`config.mk`:
```
export PLATFORM = sky130hd
export DESIGN_NAME = bus_arbiter_mux
export DESIGN_NICKNAME = d
export VERILOG_FILES = /design/src/rtl/bus_arb_pkg.sv /design/src/rtl/rr_pick.sv /design/src/rtl/bus_arbiter_mux.sv
export SDC_FILE = /design/constraint.sdc
export NUM_CORES = 1
export LEC_CHECK = 0
export CAP_MARGIN = 10
export CORE_UTILIZATION = 36
export CTS_CLUSTER_SIZE = 28
export DETAILED_ROUTE_END_ITERATION = 7
export PLACE_DENSITY = 0.74
export SLEW_MARGIN = 20
export SYNTH_ARGS = -nofsm -noshare
export SYNTH_HDL_FRONTEND = slang
export SYNTH_HIERARCHICAL = 1
export SYNTH_SLANG_ARGS = --single-unit
```
`constraint.sdc`:
```
create_clock -name Clk -period 1.8 [get_ports Clk]
set_input_delay 0.36 -clock Clk [delete_from_list [all_inputs] [get_ports Clk]]
set_output_delay 0.36 -clock Clk [all_outputs]
set_load 0.01 [all_outputs]
```
`src/rtl/bus_arb_pkg.sv`:
```
// Shared types and helpers for the bus arbiter/mux slice.
package bus_arb_pkg;

    typedef enum logic {
        IDLE  = 1'b0,
        GRANT = 1'b1
    } state_e;

    localparam int unsigned MODE_RR    = 0;
    localparam int unsigned MODE_FIXED = 1;
    localparam int unsigned OH_MAX     = 16;

    // Index of the set bit in a one-hot vector (zero when empty).
    function automatic logic [3:0] oh2idx(input logic [OH_MAX-1:0] oh);
        logic [3:0] idx;
        idx = '0;
        for (int i = 0; i < int'(OH_MAX); i++) begin
            if (oh[i]) idx = 4'(i);
        end
        return idx;
    endfunction

endpackage

```
`src/rtl/rr_pick.sv`:
```
// Rotating-mask priority encoder: first set req bit at or after ptr, modulo N.
module rr_pick #(
    parameter  int unsigned N  = 4,
    localparam int unsigned IW = $clog2(N)
) (
    input  logic [N-1:0]  req,
    input  logic [IW-1:0] ptr,
    output logic          any,
    output logic [IW-1:0] idx
);

    logic [IW-1:0] w_cand;

    // Walk offsets from high to low so the smallest offset from ptr wins.
    always_comb begin
        any    = 1'b0;
        idx    = '0;
        w_cand = '0;
        for (int k = int'(N) - 1; k >= 0; k--) begin
            w_cand = IW'((int'(ptr) + k) % int'(N));
            if (req[w_cand]) begin
                any = 1'b1;
                idx = w_cand;
            end
        end
    end

endmodule

```
`src/rtl/bus_arbiter_mux.sv`:
```
// N-channel bus arbiter with burst ownership, registered bus data and sticky abort flag.
module bus_arbiter_mux
    import bus_arb_pkg::*;
#(
    parameter  int unsigned WIDTH = 16,
    parameter  int unsigned N     = 4,
    parameter  int unsigned MODE  = 0,
    localparam int unsigned IW    = $clog2(N)
) (
    input  logic                 Clk,
    input  logic                 Reset_n,
    input  logic [N-1:0]         req,
    input  logic [N-1:0]         last,
    input  logic [N*WIDTH-1:0]   din,
    input  logic                 clr_err,
    output logic [N-1:0]         gnt,
    output logic [IW-1:0]        owner,
    output logic [WIDTH-1:0]     bus_out,
    output logic                 bus_valid,
    output logic                 busy,
    output logic                 err
);

    state_e           r_state;
    logic [N-1:0]     r_gnt;
    logic [IW-1:0]    r_owner;
    logic [IW-1:0]    r_rr_ptr;
    logic [WIDTH-1:0] r_bus_out;
    logic             r_bus_valid;
    logic             r_busy;
    logic             r_err;

    logic             w_any;
    logic [IW-1:0]    w_idx;
    logic [IW-1:0]    w_ptr;
    logic [N-1:0]     w_onehot;
    logic [IW-1:0]    w_next_ptr;
    logic             w_own_req;
    logic             w_own_last;
    logic [WIDTH-1:0] w_own_data;

    // Fixed priority is the rotating search anchored at channel 0.
    assign w_ptr = (MODE == MODE_FIXED) ? '0 : r_rr_ptr;

    rr_pick #(.N(N)) u_pick (
        .req (req),
        .ptr (w_ptr),
        .any (w_any),
        .idx (w_idx)
    );

    assign w_onehot   = N'(1) << w_idx;
    assign w_next_ptr = (r_owner == IW'(N - 1)) ? '0 : r_owner + IW'(1);

    // Current owner's request, last marker and data.
    always_comb begin
        w_own_req  = 1'b0;
        w_own_last = 1'b0;
        w_own_data = '0;
        for (int i = 0; i < int'(N); i++) begin
            if (r_owner == IW'(i)) begin
                w_own_req  = req[i];
                w_own_last = last[i];
                w_own_data = din[i*WIDTH +: WIDTH];
            end
        end
    end

    always_ff @(posedge Clk or negedge Reset_n) begin
        if (!Reset_n) begin
            r_state     <= IDLE;
            r_gnt       <= '0;
            r_owner     <= '0;
            r_rr_ptr    <= '0;
            r_bus_out   <= '0;
            r_bus_valid <= 1'b0;
            r_busy      <= 1'b0;
            r_err       <= 1'b0;
        end else begin
            r_bus_valid <= 1'b0;
            // A set in the same cycle overrides this clear below.
            if (clr_err) r_err <= 1'b0;
            case (r_state)
                IDLE: begin
                    if (w_any) begin
                        r_state <= GRANT;
                        r_gnt   <= w_onehot;
                        r_owner <= IW'(oh2idx(OH_MAX'(w_onehot)));
                        r_busy  <= 1'b1;
                    end
                end
                GRANT: begin
                    if (w_own_req) begin
                        r_bus_out   <= w_own_data;
                        r_bus_valid <= 1'b1;
                        if (w_own_last) begin
                            r_state <= IDLE;
                            r_gnt   <= '0;
                            r_busy  <= 1'b0;
                            if (MODE == MODE_RR) r_rr_ptr <= w_next_ptr;
                        end
                    end else begin
                        r_state <= IDLE;
                        r_gnt   <= '0;
                        r_busy  <= 1'b0;
                        r_err   <= 1'b1;
                        if (MODE == MODE_RR) r_rr_ptr <= w_next_ptr;
                    end
                end
                default: begin
                    r_state <= IDLE;
                    r_gnt   <= '0;
                    r_busy  <= 1'b0;
                end
            endcase
        end
    end

    assign gnt       = r_gnt;
    assign owner     = r_owner;
    assign bus_out   = r_bus_out;
    assign bus_valid = r_bus_valid;
    assign busy      = r_busy;
    assign err       = r_err;

endmodule

```
==> out/results.ini <==
[timing]
fin_tns_setup_ns=-2.47
fin_ws_ns=-0.143
finClkSkew_ns=0.00399
maxSlewViolCount=0
tightest_slew_ns=0.384
fin_crit_sh_pct=108
layout_min_cycle_time_ns=1.94
hold_ws_ns=0.456
rsz0062_at_grt=true
hold_viol=0
setup_viol_count_final=24
fmax_mhz=515
slew-limit-headroom_pct=74.3

[floorplanning]
num_rows=26
die_h_um=74.9
die_x_um=74.9
core-area_sq_um=5110
dieArea_sq_um=5610
start_util_pct=37.4
io_pins=100

[worst_setup_path]
crit-reg2reg-launch=owner[0]$_DFFE_PN0P_
cp.arrival_ns=2.11
crit_path_start=owner[0]$_DFFE_PN0P_
crit_fanout=8
crit_type=flip-flop to flip-flop
end_kind=flip-flop
required_ns=1.97
cp-start-kind=flip-flop

[synthesis]
syn_avg_cell_area_sq_um=9.70
synth_seq_cells=28
syn_area_sq_um=1910
synthArstFlopShare_pct=100
synth_cell_types=38
syn_inst=197
yosys_warnings=6
yosysSeqAreaShare_pct=36.6
ys.flop_type=dfrtp_1
synth_edf_count=0
syn-num-nets=276

[finish]
layout_commonest_cell=clkdlybuf4s50_1
stdcell_count=385
drive_gt1_share_pct=22.9
most-common-layout-cells=97 x clkdlybuf4s50_1, 27 x nand2_1, 26 x dfrtp_1, 24 x buf_4, 19 x nor2b_1
area_delta_synth_final_pct=75.9
utilization_pct=65.9
stdcell_area_sq_um=3360
diodes=0
nets=395

[global_route]
grt_antenna_before_repair=0
grt-ovfl-total=0
grt_pass1_vias=1894
globalRouteTotalUtil_pct=21.0
grt_max_degree=32
grt_pass1_wl_um=8850

[power]
p_clk_share_pct=8.7
power_switching_mw=2.18
internal-power_mw=3.58
pwr-share-comb_pct=70.3
power.static_leakage_nw=1.40
swShare_pct=37.8
power_frac_seq_pct=21.0
vdd_drop_max_uv=1160
powerDensity_nw_per_um2=1710

[detailed_routing]
ant_nets=0
routedWlPerCell_um=15.4
drt_iter0_markers=88
viasPerCell=5.14
vias=1980
dr.pass1.iters=4
drcViolationCount=0
routed_wl_um=5930

[clock_tree]
clk_pin_slew_ns=0.10
clockBufferDepth=2
htreeDepth=1
cts_tree=done
cts_buffers=3
cts-root-buf=clkbuf_8
clkLatencyLatePin_ns=0.28
clkSinkCount=28

[place]
postPlaceCellArea_sq_um=3110
dp_cells=373
place_congestion=0.827
port_buffers=99
dp_hpwl_um=4250

[min_path]
hp-class=primary input to asynchronous set/reset pin

[run_status]
failed_checks=setup timing
status=finished, violations left

[run]
maxCapViolCount=0

-- layout make-up --
type / instances / area [sq um]
Multi-Input combinational cell: 150 / 1250
Clock buffer: 3 / 41.3
Clock inverter: 1 / 30.0
Timing Repair Buffer: 127 / 1230
Inverter: 6 / 22.5
Fill cell: 429 / 1740
Tap cell: 70 / 87.6
Sequential cell: 28 / 703
-- state kept, by name (all words and copies together) (netlist names) --
register	cells
r_state	1
err	1
gnt	4
r_rr_ptr	2
bus_out	16
busy	1
owner	2
bus_valid	1
-- cells in the mapped netlist, types with 2 or more instances --
library cell / n / area [sq um]
a21oi_1: 5 / 25.0
dfrtp_1: 28 / 701
mux2_2: 2 / 22.5
inv_1: 6 / 22.5
a22o_1: 2 / 17.5
mux2_1: 7 / 78.8
mux2_4: 9 / 135
nand2b_1: 4 / 25.0
clkbuf_1: 11 / 41.3
ha_1: 4 / 50.1
o22ai_1: 4 / 25.0
a211oi_2: 2 / 25.0
o31ai_1: 15 / 113
o21ai_1: 2 / 10.0
mux2i_1: 4 / 40.0
buf_2: 2 / 10.0
a221oi_1: 15 / 131
nor2b_1: 19 / 119
nand2_1: 27 / 101
o21ai_0: 2 / 10.0
nor2_1: 7 / 26.3
buf_6: 2 / 22.5
nand3b_1: 3 / 22.5
-- final timing paths --
path	to	slack, ns	depth (start not counted)
worst max-delay path	bus_out[11]$_DFFE_PN0P_	-0.14	6
worst min-delay path	bus_out[0]$_DFFE_PN0P_	0.46	2
worst max register to register	bus_out[11]$_DFFE_PN0P_	-0.14	6
worst min register to register	err$_DFF_PN0_	0.48	1
max in group asynchronous	owner[1]$_DFFE_PN0P_	1.06	2
min in group Clk	err$_DFF_PN0_	0.48	1
-- routing by layer --
| metal | GRT usage [%] | up-vias | routed length, um |
|---|---|---|---|
| li1 | - | 968 | - |
| met1 | 25.5 | 939 | 2590 |
| met5 | 0 | - | 0 |
| met2 | 38.8 | 71 | 2760 |
| met4 | 2.52 | 0 | 18 |
| met3 | 4.82 | 2 | 559 |
-- worst max-delay path, cell delays in order (launching register included) --
cell and delay, ns:
dfrtp_2 0.47, inv_2 0.09, ha_4 0.15, or3b_4 0.38, a21boi_4 0.17, and3_4 0.26
mux2_4 0.31
-- logic make-up (layout without fill, tap and decap cells) --
logic type	after synthesis	in the layout	synth area share [%]
compound gates	58	58	24.0
fa+ha+maj	4	4	2.62
buf+inv	21	137	5.04
flops	28	28	36.6
mux	22	22	14.5
simple gates	64	66	17.3
-- power by group through the flow --
stage | logic [mW] | clock network, mW | registers [mW]
after floorplan | 2.09 | 0 | 1.28
after global placement | 3.49 | 0 | 1.18
after detailed placement | 3.54 | 0 | 1.19
after CTS | 3.90 | 0.514 | 1.21
after global routing | 4.38 | 0.541 | 1.25
final | 4.05 | 0.503 | 1.21
-- timing repair --
item	4_1_cts	5_1_grt
buffers inserted	5	1
gates resized for setup	20	11
pin swaps	6	3
endpoints found under the hold margin	0	0
cloned	2	0
hold buffers	0	0
setup endpoints to repair	22	24
-- per-stage QoR --
stage                     worst slack [ns]  total power [mW]
after floorplan                     -0.237              3.37
after global placement              -0.253              4.67
after detailed placement            -0.303              4.73
after CTS                           -0.121              5.62
after global routing                -0.207              6.17
final                               -0.143              5.76
No activity file was read; power rests on OpenSTA's default activity.
